[config.mk]
export PLATFORM = sky130hd
export DESIGN_NAME = load_store_unit
export DESIGN_NICKNAME = d
export VERILOG_FILES = /design/src/rtl/load_store_unit.sv
export SDC_FILE = /design/constraint.sdc
export NUM_CORES = 1
export LEC_CHECK = 0
export CAP_MARGIN = 20
export CORE_MARGIN = 2
export CORE_UTILIZATION = 40
export CTS_CLUSTER_DIAMETER = 80
export DETAILED_ROUTE_END_ITERATION = 7
export PLACE_DENSITY_LB_ADDON = 0.05
export SLEW_MARGIN = 30
export SYNTH_ARGS = -nofsm -noshare
export SYNTH_HDL_FRONTEND = slang
export SYNTH_SLANG_ARGS = --single-unit
[constraint.sdc]
create_clock -name clk -period 4.45 [get_ports clk]
set_clock_uncertainty 0.15 [all_clocks]
set_input_delay 0.89 -clock clk [delete_from_list [all_inputs] [get_ports clk]]
set_output_delay 0.89 -clock clk [all_outputs]
set_load 0.05 [all_outputs]
[src/rtl/load_store_unit.sv]
// Load/store unit: takes one decode-side access at a time, aligns it onto a word-wide
// data-memory bus and returns sign/zero-extended load data or a misalignment error.
`timescale 1ns/1ps
module load_store_unit #(
  parameter int DATA_WIDTH      = 32,
  parameter int BYTE_DATA_WIDTH = 4
) (
  input  logic                       clk,
  input  logic                       rst,
  input  logic                       mem_req,
  input  logic                       mem_we,
  input  logic [BYTE_DATA_WIDTH-1:0] byte_enable,
  input  logic                       load_unsigned,
  input  logic [DATA_WIDTH-1:0]      addr,
  input  logic [DATA_WIDTH-1:0]      wdata,
  output logic                       mem_valid,
  output logic                       mem_err,
  output logic [DATA_WIDTH-1:0]      rdata,
  output logic                       busy,
  output logic                       dmem_req,
  output logic                       dmem_we,
  output logic [DATA_WIDTH-1:0]      dmem_addr,
  output logic [BYTE_DATA_WIDTH-1:0] dmem_be,
  output logic [DATA_WIDTH-1:0]      dmem_wdata,
  input  logic                       dmem_gnt,
  input  logic                       dmem_rvalid,
  input  logic [DATA_WIDTH-1:0]      dmem_rdata
);

  // Decode side: mem_req is sampled only in IDLE; mem_valid is a one-cycle completion pulse.
  // Bus side: dmem_req/we/addr/be/wdata stay stable while dmem_req=1 until dmem_gnt;
  // dmem_rvalid is only honoured in WAIT_RD.

  localparam int OFF_W = $clog2(BYTE_DATA_WIDTH);

  localparam logic [BYTE_DATA_WIDTH-1:0] BE_BYTE = BYTE_DATA_WIDTH'(1);
  localparam logic [BYTE_DATA_WIDTH-1:0] BE_HALF = BYTE_DATA_WIDTH'(3);
  localparam logic [BYTE_DATA_WIDTH-1:0] BE_WORD = '1;

  typedef enum logic [2:0] {
    S_IDLE     = 3'd0,
    S_REQ      = 3'd1,
    S_WAIT_RD  = 3'd2,
    S_RESP     = 3'd3,
    S_ERR_RESP = 3'd4
  } state_t;

  state_t state, state_next;

  logic [DATA_WIDTH-1:0]      cap_addr;
  logic [OFF_W-1:0]           cap_off;
  logic [BYTE_DATA_WIDTH-1:0] cap_size;
  logic [BYTE_DATA_WIDTH-1:0] cap_be;
  logic [DATA_WIDTH-1:0]      cap_wdata;
  logic                       cap_we;
  logic                       cap_uns;
  logic [DATA_WIDTH-1:0]      rdata_q;

  logic                       accept;
  logic                       size_ok;
  logic                       align_ok;
  logic [DATA_WIDTH-1:0]      shifted;
  logic [DATA_WIDTH-1:0]      load_ext;

  assign accept = (state == S_IDLE) && mem_req;

  // Only byte, half and word sizes are legal; half/word must be naturally aligned.
  always_comb begin
    size_ok  = (byte_enable == BE_BYTE) || (byte_enable == BE_HALF) || (byte_enable == BE_WORD);
    align_ok = 1'b1;
    if (byte_enable == BE_HALF) align_ok = ~addr[0];
    else if (byte_enable == BE_WORD) align_ok = (addr[OFF_W-1:0] == '0);
  end

  always_comb begin
    shifted  = dmem_rdata >> {cap_off, 3'b000};
    load_ext = shifted;
    case (cap_size)
      BE_BYTE: load_ext = {{(DATA_WIDTH-8){~cap_uns & shifted[7]}}, shifted[7:0]};
      BE_HALF: load_ext = {{(DATA_WIDTH-16){~cap_uns & shifted[15]}}, shifted[15:0]};
      default: load_ext = shifted;
    endcase
  end

  always_ff @(posedge clk or negedge rst) begin
    if (!rst) begin
      state <= S_IDLE;
    end else begin
      state <= state_next;
    end
  end

  always_comb begin
    state_next = state;
    case (state)
      S_IDLE: begin
        if (mem_req) state_next = (size_ok && align_ok) ? S_REQ : S_ERR_RESP;
      end
      S_REQ: begin
        if (dmem_gnt) state_next = cap_we ? S_RESP : S_WAIT_RD;
      end
      S_WAIT_RD: begin
        if (dmem_rvalid) state_next = S_RESP;
      end
      S_RESP:     state_next = S_IDLE;
      S_ERR_RESP: state_next = S_IDLE;
      default:    state_next = S_IDLE;
    endcase
  end

  // Lane alignment is done once at capture so the bus outputs come straight from flops.
  always_ff @(posedge clk or negedge rst) begin
    if (!rst) begin
      cap_addr  <= '0;
      cap_off   <= '0;
      cap_size  <= '0;
      cap_be    <= '0;
      cap_wdata <= '0;
      cap_we    <= 1'b0;
      cap_uns   <= 1'b0;
    end else if (accept) begin
      cap_addr  <= {addr[DATA_WIDTH-1:OFF_W], {OFF_W{1'b0}}};
      cap_off   <= addr[OFF_W-1:0];
      cap_size  <= byte_enable;
      cap_be    <= byte_enable << addr[OFF_W-1:0];
      cap_wdata <= wdata << {addr[OFF_W-1:0], 3'b000};
      cap_we    <= mem_we;
      cap_uns   <= load_unsigned;
    end
  end

  always_ff @(posedge clk or negedge rst) begin
    if (!rst) begin
      rdata_q <= '0;
    end else if ((state == S_WAIT_RD) && dmem_rvalid) begin
      rdata_q <= load_ext;
    end
  end

  // Request and response strobes decode directly from state so an async reset clears them at once.
  always_comb begin
    busy       = (state != S_IDLE);
    dmem_req   = (state == S_REQ);
    dmem_we    = (state == S_REQ) && cap_we;
    dmem_addr  = cap_addr;
    dmem_be    = cap_be;
    dmem_wdata = cap_wdata;
    mem_valid  = (state == S_RESP) || (state == S_ERR_RESP);
    mem_err    = (state == S_ERR_RESP);
    rdata      = (state == S_ERR_RESP) ? '0 : rdata_q;
  end

endmodule

==> results.sh, run 1 <==
export IMPL_h_tree_depth=3
export IMPL_start_util_pct=41.4
export IMPL_synth_top_family_by_area="simple AND/OR/NAND/NOR gates"
export IMPL_start_kind="flip-flop"
export IMPL_r2r_start="cap_off[0]"
export IMPL_arrival_ps=2370
export IMPL_layout_drive_gt1_share_pct=8.51
export IMPL_crit_path_end_kind="output port"
export IMPL_wire_per_inst_um=16.4
export IMPL_clk_pin_slew_ps=70
export IMPL_rows=42
export IMPL_synth_mux_area_share_pct=10.4
export IMPL_grt_max_degree=83
export IMPL_syn_cell_area_um2=5520
export IMPL_async_flop_share_pct=100
export IMPL_power_density_nw_per_um2=777
export IMPL_cts_setup_buffers=0
export IMPL_n_fill_cell=1183
export IMPL_synth_seq_cells=109
export IMPL_worstSetupStartpoint="state[1]"
export IMPL_cts_tree="done"
export IMPL_drt_pass1_iterations=4
export IMPL_ys_warn_count=0
export IMPL_grt_pass1_wl_um=25200
export IMPL_rsz0062_at_grt="no"
export IMPL_via_count=4853
export IMPL_synthAdderAreaFrac_pct=0
export IMPL_ioPinCount=212
export IMPL_slew_headroom_pct=44.9
export IMPL_synth_compound_area_share_pct=13.5
export IMPL_wl_met3_um=1340
export IMPL_grt_overflow=0
export IMPL_layout_common_cells="clkdlybuf4s50_1, nand2_1, dfrtp_1"
export IMPL_p_leak_nw=3.54
export IMPL_drt_met1_wl_um=6690
export IMPL_portBuffers=209
export IMPL_finalPower_mw=6.20
export IMPL_maxCapViolCount=0
export IMPL_vias_per_cell=5.10
export IMPL_syn_to_final_growth_pct=44.4
export IMPL_antenna_found_initial=0
export IMPL_cts_root_buf="clkbuf_16"
export IMPL_critical_path_required_ps=3410
export IMPL_grt_pass1_vias=4941
export IMPL_critical_path_class="reg -> out"
export IMPL_place_gp_congestion=0.800
export IMPL_cts_resized=0
export IMPL_worstMarginPinSlew_ps=826
export IMPL_r2r_slack_ps=1660
export IMPL_cts_buffers=9
export IMPL_dr_wl_met2_um=7250
export IMPL_grt_usage_pct=21.7
export IMPL_hold_viol=0
export IMPL_drtAntennaViolNets=0
export IMPL_hpwl_um=11300
export IMPL_synth_flop_cell="dfrtp_1"
export IMPL_status="finished, final reports clean"
export IMPL_max_clock_path_buffers=2
export IMPL_die_area_um2=14800
export IMPL_hold_buffers=0
export IMPL_syn_instance_count=589
export IMPL_die_width_um=121
export IMPL_rr_worst_depth=5
export IMPL_fmax_mhz=293
export IMPL_synth_xor_area_share_pct=0.159
export IMPL_endpoint="mem_valid"
export IMPL_vdd_ir_drop_worst_v=0.000558
export IMPL_die_h_um=121
export IMPL_synth_avg_cell_area_um2=9.37
export IMPL_drt_wl_total_um=15600
export IMPL_critPathMaxFanout=34
export IMPL_numClockSinks=109
export IMPL_reg2reg_to="rdata_q[24]"
export IMPL_setup_violations=0
export IMPL_slew_viol_final=0
export IMPL_post_route_period_util_pct=76.6
export IMPL_synthSimpleGateAreaFrac_pct=21.8
export IMPL_clk_latency_ps=340
export IMPL_highest_layer="met4"
export IMPL_synth_edf_count=0
export IMPL_drc_errors=0
export IMPL_hold_class="reg -> reg"
export IMPL_nets=878
export IMPL_layout_commonest_cell="clkdlybuf4s50_1"
export IMPL_first_iter_violations=237
export IMPL_layout_min_cycle_time_ps=3410
export IMPL_core_um2=13300
export IMPL_yosysSeqAreaShare_pct=49.4
export IMPL_fin_tns_setup_ps=0
export IMPL_yosysUniqueCellTypes=45
export IMPL_antenna_cells=0
[metrics by stage]
step,hold WS (ps),area (µm²),utilization [%],instances,setup slack [ps]
6_report,324,7980,59.7,952,1040
5_1_grt,339,7980,59.7,952,879
4_1_cts,326,7980,59.7,952,997
3_5_place_dp,309,7680,57.6,936,1160
3_3_place_gp,302,7680,57.5,936,1180
2_1_floorplan,286,5530,-,590,1190
[routing by layer]
layer / GRT usage, % / vias up
li1: - / 2355
met4: 7.69 / 0
met5: 0 / -
met3: 7.00 / 25
met2: 34.8 / 161
met1: 27.6 / 2312
[where the power goes]
| group | leakage (nW) | internal (mW) | switching [mW] |
|---|---|---|---|
| registers | 1.38 | 1.43 | 0.301 |
| clock network | 0.145 | 0.434 | 0.360 |
| logic | 2.02 | 1.29 | 2.39 |
[worst min-delay path by stage]
| stage | from | to | slack [ps] | cells after the start |
|---|---|---|---|---|
| after global routing | dmem_addr[4] | dmem_addr[4] | 340 | 2 |
| after floorplan | cap_size[0] | cap_size[0] | 290 | 2 |
| after global placement | cap_size[0] | cap_size[0] | 300 | 2 |
| final | dmem_wdata[3] | dmem_wdata[3] | 320 | 2 |
| after CTS | dmem_wdata[3] | dmem_wdata[3] | 330 | 2 |
| after detailed placement | dmem_wdata[3] | dmem_wdata[3] | 310 | 2 |
[worst max-delay path: stages, from the launching register on]
cell	delay, ps
dfrtp_1	500
nor3b_2	210
buf_4	340
o21bai_1	160
clkdlybuf4s50_1	810
[logic make-up (layout without fill, tap and decap cells)]
family,after synthesis,after routing
mux,54,54
xor+xnor,1,1
other cells,1,2
flops,109,109
buf+inv,52,238
simple gates,260,260
compound gates,112,112
[cells in the mapped netlist, drive strengths merged, types with 2 or more instances]
library cell / instances / area share, %
nand2: 165 / 11
dfrtp: 109 / 49
nor2b: 43 / 4.9
mux2i: 35 / 6.3
a21oi: 33 / 3.0
o21ai: 33 / 3.0
clkbuf: 27 / 1.9
buf: 22 / 2.6
mux2: 18 / 3.7
nor2: 18 / 1.2
a221o: 16 / 3.1
nand3: 10 / 0.91
a211oi: 9 / 1.2
o31ai: 9 / 1.2
nand3b: 7 / 0.95
nand2b: 6 / 0.82
a31oi: 3 / 0.34
inv: 3 / 0.20
or3: 3 / 0.34
nor3: 2 / 0.27
nor3b: 2 / 0.36
o2bb2ai: 2 / 0.32
[state kept, by name, summed over array words and instances (netlist names)]
name,flops
cap_size,4
dmem_addr,30
rdata_q,32
cap_off,2
dmem_be,4
state,3
cap_uns,1
cap_we,1
dmem_wdata,32
[area by class of cell]
class	count	area, µm²	share of cell area, %
Sequential cell	109	2730	34.2
Multi-Input combinational cell	429	2560	32.1
Timing Repair Buffer	219	2160	27.1
Clock buffer	9	225	2.82
Tap cell	176	220	2.76
Clock inverter	7	66.3	0.832
Inverter	3	11.3	0.141
No activity file was read; power rests on OpenSTA's default activity.
==> run 2: changes to the inputs <==
Clock period 4.45 ns to 2.8 ns, I/O delays scaled along.
==> run 2 against run 1 <==
Cell count up 0.84%. Clock-buffer cell count unchanged. Critical path depth down 2. Largest cell class unchanged.
==> results.sh, run 2 (synthesized netlist as in run 1, its figures left out) <==
export IMPL_start_kind="flip-flop"
export IMPL_cp_slowest_cell="clkdlybuf4s50_1"
export IMPL_die_width_um=121
export IMPL_hold_viol=0
export IMPL_die_area_um2=14800
export IMPL_numClockSinks=109
export IMPL_fmax_mhz=375
export IMPL_fin_tns_setup_ps=0
export IMPL_slew_headroom_pct=49.0
export IMPL_fin_ws_ps=134
export IMPL_nets=886
export IMPL_max_clock_path_buffers=2
export IMPL_cts_setup_buffers=0
export IMPL_cts_buffers=9
export IMPL_rsz0062_at_grt="no"
export IMPL_n_fill_cell=1202
export IMPL_vias_per_cell=5.10
export IMPL_power_density_nw_per_um2=1230
export IMPL_arrival_ps=1960
export IMPL_holdWs_ps=317
export IMPL_status="finished, final reports clean"
export IMPL_critical_path_depth=2
export IMPL_p_leak_nw=3.68
export IMPL_rr_worst_depth=4
export IMPL_clk_latency_ps=340
export IMPL_grt_pass1_wl_um=24700
export IMPL_first_iter_violations=236
export IMPL_h_tree_depth=3
export IMPL_via_count=4898
export IMPL_vdd_ir_drop_worst_v=0.000696
export IMPL_critPathMaxFanout=13
export IMPL_place_gp_congestion=0.802
export IMPL_clk_pin_slew_ps=70
export IMPL_hold_class="reg -> reg"
export IMPL_grt_pass1_vias=4841
export IMPL_slew_viol_final=0
export IMPL_die_h_um=121
export IMPL_post_place_ws_ps=183
export IMPL_grt_usage_pct=21.2
export IMPL_drt_met1_wl_um=6700
export IMPL_cts_root_buf="clkbuf_16"
export IMPL_wire_per_inst_um=15.9
export IMPL_portBuffers=209
export IMPL_setup_violations=0
export IMPL_antenna_found_initial=0
export IMPL_drc_errors=0
export IMPL_wl_met3_um=1270
export IMPL_syn_to_final_growth_pct=45.6
export IMPL_grt_overflow=0
export IMPL_maxCapViolCount=0
export IMPL_drt_wl_total_um=15300
export IMPL_post_route_period_util_pct=95.2
export IMPL_rows=42
export IMPL_critical_path_required_ps=2090
export IMPL_crit_path_end_kind="output port"
export IMPL_critPathTopFamily="buffers and inverters"
export IMPL_highest_layer="met4"
export IMPL_dr_wl_met2_um=7020
export IMPL_start_util_pct=41.4
export IMPL_antenna_cells=0
export IMPL_crit_path_cell_trace="or3_1, clkdlybuf4s50_1"
export IMPL_grt_max_degree=83
export IMPL_layout_drive_gt1_share_pct=13.6
export IMPL_worstMarginPinSlew_ps=755
export IMPL_drt_pass1_iterations=5
export IMPL_path_buf_inv=1
export IMPL_slowest_delay_ps=710
export IMPL_hpwl_um=11200
export IMPL_layout_min_cycle_time_ps=2670
export IMPL_layout_commonest_cell="clkdlybuf4s50_1"
export IMPL_core_um2=13300
export IMPL_critical_path_class="reg -> out"
export IMPL_r2r_slack_ps=630
export IMPL_layout_common_cells="clkdlybuf4s50_1, nand2_1, dfrtp_1"
export IMPL_ioPinCount=212
export IMPL_holdPathStages=2
export IMPL_cts_tree="done"
export IMPL_drtAntennaViolNets=0
export IMPL_finalPower_mw=9.90
-- run 2: worst register-to-register path, cell delays in order, from the launching register on --
cell      delay, ps
dfrtp_1         480
nand2b_4        190
or3b_1          510
buf_4           300
a221o_2         430
-- run 2: what timing repair did --
item,in CTS,in global routing
hold buffers,1,0
endpoints found under the setup margin,0,1
resized for setup,0,1
endpoints found under the hold margin,25,0
-- run 2: layout make-up --
cell class / instances / area [µm²] / area share (%)
inverter: 3 / 11.3 / 0.140
timing repair buffer: 227 / 2220 / 27.6
tap: 176 / 220 / 2.74
clock inverter: 7 / 75.1 / 0.934
clock buffer: 9 / 225 / 2.80
multi-input combinational: 429 / 2560 / 31.8
sequential: 109 / 2730 / 33.9
-- run 2: layer usage --
layer	global-route usage [%]	vias to the layer above
met1	28.6	2325
met2	32.4	171
met3	6.34	25
met5	0	-
li1	-	2377
met4	7.33	0
-- run 2: worst paths after layout --
path / startpoint / end
min in group asynchronous: rst / state[0]
max in group asynchronous: rst / cap_off[0]
setup / recovery: state[1] / busy
hold reg to reg: dmem_wdata[4] / dmem_wdata[4]
setup reg to reg: state[0] / rdata_q[30]
hold / removal: dmem_wdata[4] / dmem_wdata[4]
-- run 2: metrics by stage --
step / cells / utilization [%] / area, µm²
finish: 960 / 60.2 / 8040
detailed placement: 943 / 57.9 / 7730
global route: 960 / 60.2 / 8040
CTS: 960 / 60.2 / 8040
global placement: 943 / 57.8 / 7720
floorplan: 590 / - / 5530
-- run 2: power breakdown --
group,switching (mW),internal [mW]
Sequential,0.416,2.27
Clock,0.592,0.699
Combinational,3.86,2.06
Total,4.87,5.03
